[src/rtl/instruction_prefetch_queue.sv]
// Instruction prefetch queue between instruction memory and IF/ID.
// Issues sequential fetches with at most one request outstanding, buffers
// returned {pc, instruction} pairs in a small FIFO and hands them to IF/ID
// through valid/ready. A branch redirect flushes the queue and restarts
// fetch at the new PC; a response belonging to a flushed request is dropped.
module instruction_prefetch_queue #(
    parameter int          DEPTH    = 4,
    parameter logic [63:0] RESET_PC = 64'h0
) (
    input  logic                       CLOCK,
    input  logic                       RESET,
    input  logic                       redirect_valid,
    input  logic [63:0]                redirect_pc,
    output logic                       imem_req,
    output logic [63:0]                imem_addr,
    input  logic                       imem_rvalid,
    input  logic [31:0]                imem_rdata,
    output logic                       out_valid,
    output logic [63:0]                out_pc,
    output logic [31:0]                out_instruction,
    input  logic                       out_ready,
    output logic [$clog2(DEPTH):0]     occupancy
);

    localparam int PW = $clog2(DEPTH);
    localparam int CW = PW + 1;

    typedef enum logic [1:0] {
        IDLE = 2'd0,
        WAIT = 2'd1,
        DROP = 2'd2
    } state_e;

    state_e          state_q, state_d;
    logic [63:0]     fetch_pc_q, fetch_pc_d;
    logic [CW-1:0]   count_q, count_d;
    logic [PW-1:0]   rd_ptr_q, rd_ptr_d;
    logic [PW-1:0]   wr_ptr_q, wr_ptr_d;

    // FIFO storage; contents only matter where count says an entry is live
    logic [63:0]     pc_mem_q  [DEPTH];
    logic [31:0]     ins_mem_q [DEPTH];

    logic            issue_s;
    logic            push_s;
    logic            pop_s;
    logic            out_valid_s;

    // Handshake qualifiers. The slot check is conservative: with only one
    // request in flight, count cannot grow before its response returns.
    always_comb begin
        out_valid_s = (count_q != {CW{1'b0}});
        issue_s     = (state_q == IDLE) && (count_q < CW'(DEPTH))
                      && !redirect_valid && !RESET;
        push_s      = (state_q == WAIT) && imem_rvalid && !redirect_valid;
        pop_s       = out_valid_s && out_ready && !redirect_valid;
    end

    // Next-state: fetch FSM, fetch PC, FIFO pointers and count; redirect wins
    always_comb begin
        state_d    = state_q;
        fetch_pc_d = fetch_pc_q;
        count_d    = count_q;
        rd_ptr_d   = rd_ptr_q;
        wr_ptr_d   = wr_ptr_q;

        case (state_q)
            IDLE: begin
                if (issue_s) begin
                    state_d = WAIT;
                end else begin
                    state_d = IDLE;
                end
            end
            WAIT: begin
                if (imem_rvalid) begin
                    state_d = IDLE;
                end else if (redirect_valid) begin
                    state_d = DROP;
                end else begin
                    state_d = WAIT;
                end
            end
            DROP: begin
                if (imem_rvalid) begin
                    state_d = IDLE;
                end else begin
                    state_d = DROP;
                end
            end
            default: begin
                state_d = IDLE;
            end
        endcase

        if (redirect_valid) begin
            fetch_pc_d = redirect_pc;
            count_d    = {CW{1'b0}};
            rd_ptr_d   = {PW{1'b0}};
            wr_ptr_d   = {PW{1'b0}};
        end else begin
            if (push_s) begin
                fetch_pc_d = fetch_pc_q + 64'd4;
                wr_ptr_d   = wr_ptr_q + PW'(1);
            end else begin
                fetch_pc_d = fetch_pc_q;
                wr_ptr_d   = wr_ptr_q;
            end
            if (pop_s) begin
                rd_ptr_d = rd_ptr_q + PW'(1);
            end else begin
                rd_ptr_d = rd_ptr_q;
            end
            if (push_s && !pop_s) begin
                count_d = count_q + CW'(1);
            end else if (!push_s && pop_s) begin
                count_d = count_q - CW'(1);
            end else begin
                count_d = count_q;
            end
        end
    end

    // Control state registers with synchronous reset
    always_ff @(posedge CLOCK) begin
        if (RESET) begin
            state_q    <= IDLE;
            fetch_pc_q <= RESET_PC;
            count_q    <= {CW{1'b0}};
            rd_ptr_q   <= {PW{1'b0}};
            wr_ptr_q   <= {PW{1'b0}};
        end else begin
            state_q    <= state_d;
            fetch_pc_q <= fetch_pc_d;
            count_q    <= count_d;
            rd_ptr_q   <= rd_ptr_d;
            wr_ptr_q   <= wr_ptr_d;
        end
    end

    // FIFO write port: store the returned word tagged with its fetch PC
    always_ff @(posedge CLOCK) begin
        if (push_s && !RESET) begin
            pc_mem_q[wr_ptr_q]  <= fetch_pc_q;
            ins_mem_q[wr_ptr_q] <= imem_rdata;
        end else begin
            pc_mem_q[wr_ptr_q]  <= pc_mem_q[wr_ptr_q];
            ins_mem_q[wr_ptr_q] <= ins_mem_q[wr_ptr_q];
        end
    end

    assign imem_req        = issue_s;
    assign imem_addr       = fetch_pc_q;
    assign out_valid       = out_valid_s;
    assign out_pc          = pc_mem_q[rd_ptr_q];
    assign out_instruction = ins_mem_q[rd_ptr_q];
    assign occupancy       = count_q;

endmodule

[config.mk]
export PLATFORM = sky130hd
export DESIGN_NAME = instruction_prefetch_queue
export DESIGN_NICKNAME = d
export VERILOG_FILES = /design/src/rtl/instruction_prefetch_queue.sv
export SDC_FILE = /design/constraint.sdc
export NUM_CORES = 1
export LEC_CHECK = 0
export CAP_MARGIN = 20
export CELL_PAD_IN_SITES_DETAIL_PLACEMENT = 0
export CELL_PAD_IN_SITES_GLOBAL_PLACEMENT = 1
export CORE_MARGIN = 3
export CORE_UTILIZATION = 49
export DETAILED_ROUTE_END_ITERATION = 10
export PLACE_DENSITY_LB_ADDON = 0.05
export SETUP_SLACK_MARGIN = 0.05
export SLEW_MARGIN = 20
export SYNTH_ARGS = -nofsm -noshare
export SYNTH_HDL_FRONTEND = slang
export SYNTH_SLANG_ARGS = --single-unit
export TNS_END_PERCENT = 1
[constraint.sdc]
create_clock -name CLOCK -period 13.5 [get_ports CLOCK]
set_clock_uncertainty 0.2 [all_clocks]
set_input_delay 2.025 -clock CLOCK [delete_from_list [all_inputs] [get_ports CLOCK]]
set_output_delay 2.025 -clock CLOCK [all_outputs]
set_load 0.02 [all_outputs]
## Yosys cells after proc, flatten, opt, wreduce, memory -nomap -nowiden

Memories as Yosys holds them, arrays and structs flattened. A register that Yosys moved wholly into a read port is not among the register bits.
Index checks and enable logic that the tools add are counted.

| storage, ports and cells | value |
|---|---|
| memories kept | 2 |
| bits in registers | 73 |
| output and inout bits | 165 |
| bits in writable memories | 384 |
| logic and storage cells | 56 |

Memories:

| memory | depth | bits a word | rd ports | clocked after Yosys merged registers in | wr ports | line | RTL |
|---|---|---|---|---|---|---|---|
| pc_mem_q | 4 | 64 | 1 | 1 | 1 | 41 | `logic [63:0] pc_mem_q [DEPTH];` |
| ins_mem_q | 4 | 32 | 1 | 1 | 1 | 42 | `logic [31:0] ins_mem_q [DEPTH];` |

| cells by class | value |
|---|---|
| reduce and logical (&&, ||, !) cells | 20 |
| order comparisons | 1 |
| bitwise gates (word level) | 2 |
| equal/unequal tests | 3 |
| $add $sub $neg | 5 |
| multiplexer cells | 18 |

Operators with widths:

| operator | count |
|---|---|
| 64-bit two-way mux | 3 |
| 64-bit by 3-bit adder with 64-bit output (second input constant) | 1 |
| 32-bit two-way mux | 1 |
| 2-bit two-way mux | 7 |
| 1-bit logical AND | 10 |
| 3-bit two-way mux | 2 |
| 2-bit one-hot mux with 3 select lines | 1 |
| 2-bit by 1-bit adder with 2-bit output (second input constant) | 2 |
| 1-bit logical NOT | 4 |
| 1-bit two-way mux | 4 |
| 2-bit nonzero test | 2 |
| 3-bit by 1-bit adder with 3-bit output (second input constant) | 1 |
| 3-bit < comparator (second input constant) | 1 |
| 3-bit nonzero test | 1 |
| 3-bit by 1-bit subtractor with 3-bit output (second input constant) | 1 |
| 2-bit by 1-bit == test with 1-bit output (second input constant) | 1 |
| 2-bit == test (second input constant) | 1 |
| 2-bit logical NOT | 1 |
| 1-bit bitwise OR | 2 |
| 2-bit AND reduction | 1 |
| 2-bit OR reduction | 1 |
| 0-bit != test | 1 |

## Depth between registers and ports, before layout

| logic depth | value |
|---|---|
| depth after elaboration | 7 |
| depth in mapped cells | 10 |
| mapped depth without buffers | 9 |

## Worst setup path after synthesis

No wires, ideal clock.

| timing path | value |
|---|---|
| kind | input port to flip-flop |
| start point | in imem_rvalid |
| end point | mem ins_mem_q[0][0], enable pin |
| path slack | 7738 ps |
| arrival | 5096 ps |
| data required time | 12834 ps |
| stages on the path | 5 |
| path through | nand3b_1 > clkbuf_1 > nor3_1 > clkbuf_1 > and2_1 |

| between the ends | value |
|---|---|
| word-level cells in the longest chain between the ends | 6 |
| elaborated cells between the ends (all ways) | 8 |

RTL lines:

| item | line | RTL |
|---|---|---|
| start: declaration | 16 | `input logic imem_rvalid,` |
| 1-bit logical AND * (2 in series) | 55 | `push_s = (state_q == WAIT) && imem_rvalid && !redirect_valid;` |
| 1-bit logical AND * | 143 | `if (push_s && !RESET) begin` |
| 1-bit two-way mux, on equally long branches | 143, 148 |  |
| 1-bit two-way mux (not written as such) / 2-bit AND reduction (equally long branches) | n/a |  |
| 1-bit bitwise OR (no source line) * | n/a |  |
| end: declaration | 42 |  |

Mark *: on every way between the ends. The rest lies on a longest branch, timed or not.

==> flow_summary_export.csv <==
group,metric,value,unit
power,power_density,132,nW/um2
synth,syn_nets,1178,
timing,setup_ws,7.35,ns
setup_path,slowest_delay,0.75,ns
layout,layout.nets,1447,
power,total_power,0.00302,W
global_route,overflow,0,
power,vdd_drop_max,0.000102,V
cts,clock-root-buffer,"clkbuf_16",
floorplan,die_h,199,um
layout,fin_util,62.5,%
synth,syn_area,18200,um2
synth,syn_inst,1070,
synth,synth_cell_types,53,
layout,fin_cells,1845,
global_route,grt_pass1_vias,10750,
route,route.detailed.drc,0,
timing,max_freq,163,MHz
timing,hold_viol_final,0,
setup_path,critPathMaxFanout,34,
cts,clockBufferDepth,3,
placement,port_buffers,265,
cts,tritoncts,"done",
route,wire_per_inst,24.1,um
placement,post-place-ws,7.04,ns
power,p_int,0.00239,W
setup_path,r2r_start,"state_q[0]",
run_status,status,"completed",
global_route,grt_max_degree,91,
route,firstDrtPassIters,5,
synth,avgSynthCellArea,17.1,um2
timing,period_needed,6.15,ns
power,p_leak,7.19,nW
power,clockPowerShare,42.4,%
cts,cts_setup_buffers,0,
setup_path,crit_type,"reg -> out",
route,vias,10702,
cts,post_cts_resized,0,
global_route,grt_pass1_wl,66500,um
floorplan,start_util,49.7,%
floorplan,die_area,39600,um2
cts,clk_latency,0.57,ns
setup_path,cp_cell_sequence,"buf_4 > buf_4 > mux4_2 > clkdlybuf4s50_1",
setup_path,end_kind,"output pin",
synth,synthArstFlopShare,0,%
timing,final-max-slew-violation-count,0,
layout,insertedDiodeCount,0,
layout,areaGrowthSynthToFinish,25.6,%
synth,seq_area_frac_synth,71.4,%
route,wirelength,44400,um
cts,htree_levels,2,
global_route,antenna_found_initial,1,
setup_path,crit_slowest_cell,"dfxtp_4",
min_path,hp-class,"reg -> reg",
synth,synth-edff-count,384,
synth,synth_seq_cells,459,
setup_path,cp-start-kind,"flop",
timing,rsz0062_at_grt,"false",
placement,dp_hpwl,27800,um
global_route,track_usage,22.5,%
cts,cts_hold_buf,0,
cts,numClockSinks,459,
setup_path,worstPathRequired,11.27,ns
layout,layout-drive-gt1-share,14.8,%
floorplan,rows,70,
placement,place.gp.congestion,0.796,
cts,clk_pin_slew_worst_paths,0.05,ns
power,swShare,21.1,%
placement,place_inst,1757,
setup_path,cpLargestDelayFamily,"buffers and inverters",
min_path,hp-start,"rd_ptr_q[1]",
setup_path,crit_buf_inv,3,
route,detail-route-antenna-nets,0,
power,p_sw,0.000637,W
floorplan,die_x,199,um
route,via_per_inst,5.80,
flow_run,maxCapViolations,0,
timing,finalSetupViolCount,0,
power,combPwrFrac,4.9,%
setup_path,cpMostUsedCell,"buf_4",
timing,period_share,45.6,%
timing,tns,0,ns
cts,cts_buffers,48,
floorplan,core_region_area,36700,um2
timing,tightest_slew,0.995,ns
setup_path,arrival,3.93,ns
setup_path,reg2reg_slack,9.55,ns
synth,synth_ff_type,"edfxtp_1",
power,pwr-share-seq,52.7,%
floorplan,ios,266,
timing,relSlewSlack,33.6,%
route,drtIter0Drc,589,
synth,yosysWarnings,0,
[through the flow]
step / cell area (um2) / hold WS (ns)
after floorplan: 18200 / 0.285
after global placement: 21400 / 0.299
after detailed placement: 21400 / 0.322
after CTS: 22900 / 0.335
after global routing: 22900 / 0.352
final: 22900 / 0.329
[power by group through the flow]
stage | clock network (W) | registers, W | logic, W
after floorplan | 0 | 0.00162 | 0.0000503
after global placement | 0 | 0.00162 | 0.000146
final | 0.00128 | 0.00159 | 0.000147
after CTS | 0.00131 | 0.00159 | 0.000148
after global routing | 0.00136 | 0.00160 | 0.000157
after detailed placement | 0 | 0.00162 | 0.000147
[cell usage in the layout (no fill, tap or decap), types with 8 or more instances in the layout]
cell	netlist	final
nand2_1	38	38
a2111oi_0	8	8
nor4_1	35	33
xnor2_1	26	26
mux4_2	96	96
clkdlybuf4s50_1	0	263
nand3_1	34	34
clkbuf_1	42	14
a211oi_1	29	29
clkbuf_16	0	49
or4_1	10	10
buf_4	0	13
nor3_1	20	19
inv_1	13	13
dfxtp_1	75	73
mux2i_1	10	10
edfxtp_1	384	384
nand4_1	34	34
a21oi_1	20	20
nor2_1	72	72
xor2_1	16	16
clkinv_2	0	8
[cell usage after synthesis (3+ instances only)]
master / instances / share of area [%]
a22oi_1: 3 / 0.12
a21oi_1: 20 / 0.55
nor4_1: 35 / 1.2
buf_1: 16 / 0.33
nand3_1: 34 / 0.93
nor2_1: 72 / 1.5
and2_1: 8 / 0.27
nand3b_1: 3 / 0.12
edfxtp_1: 384 / 63
a211oi_1: 29 / 1.2
nand2_1: 38 / 0.78
o21ai_0: 7 / 0.19
a2111oi_0: 8 / 0.38
nand4_1: 34 / 1.2
xnor2_1: 26 / 1.2
ha_1: 6 / 0.41
or3_1: 7 / 0.24
and3_1: 5 / 0.17
and4_1: 7 / 0.34
mux2i_1: 10 / 0.55
xor2_1: 16 / 0.77
nor2b_1: 5 / 0.17
inv_1: 13 / 0.27
or4_1: 10 / 0.41
mux4_2: 96 / 12
clkbuf_1: 42 / 0.86
nor3_1: 20 / 0.55
dfxtp_1: 75 / 8.2
a311oi_1: 5 / 0.24
nor3b_1: 6 / 0.25
[cells by family after synthesis]
logic type	synth area share, %
buffers and inverters	1.51
muxes	12.5
xor gates and xnor gates	2.02
and+or+nand+nor	8.86
adders and majority gates	0.521
DFF	71.4
AOI/OAI and AO/OA	3.14
[state kept, by name, indices dropped and copies added (netlist names), named ones only]
name	count
imem_addr	64
ins_mem_q	128
occupancy	3
pc_mem_q	256
rd_ptr_q	2
state_q	2
wr_ptr_q	2
[worst paths after layout]
kind / endpoint / depth (start not counted)
max: out_instruction[14] / 4
min: flop / 2
max reg2reg: pc_mem_q[1][36] / 4
min reg2reg: flop / 2
[worst register-to-register path, stage by stage, from the launching register on]
cell and delay, ns:
dfxtp_1 0.46, nand3b_1 0.52, nor3_2 0.75, and2_4 0.72, buf_4 0.78
[final cells by class]
cell class | count | area (um2)
clock buffers | 69 | 1360
multi-input cells | 538 | 4960
clock inverters | 19 | 178
repair buffers | 278 | 2740
fillers | 2683 | 13800
flip-flops and latches | 459 | 13000
well taps | 468 | 586
inverters | 14 | 52.6
[routing by layer]
metal | vias to the layer above | wire (um) | track usage [%]
met5 | - | 10 | 0
met4 | 2 | 1220 | 7.83
met2 | 353 | 20600 | 34.6
met3 | 74 | 2540 | 3.57
met1 | 5402 | 20000 | 33.1
li1 | 4871 | - | -
No activity file was read; power rests on OpenSTA's default activity.
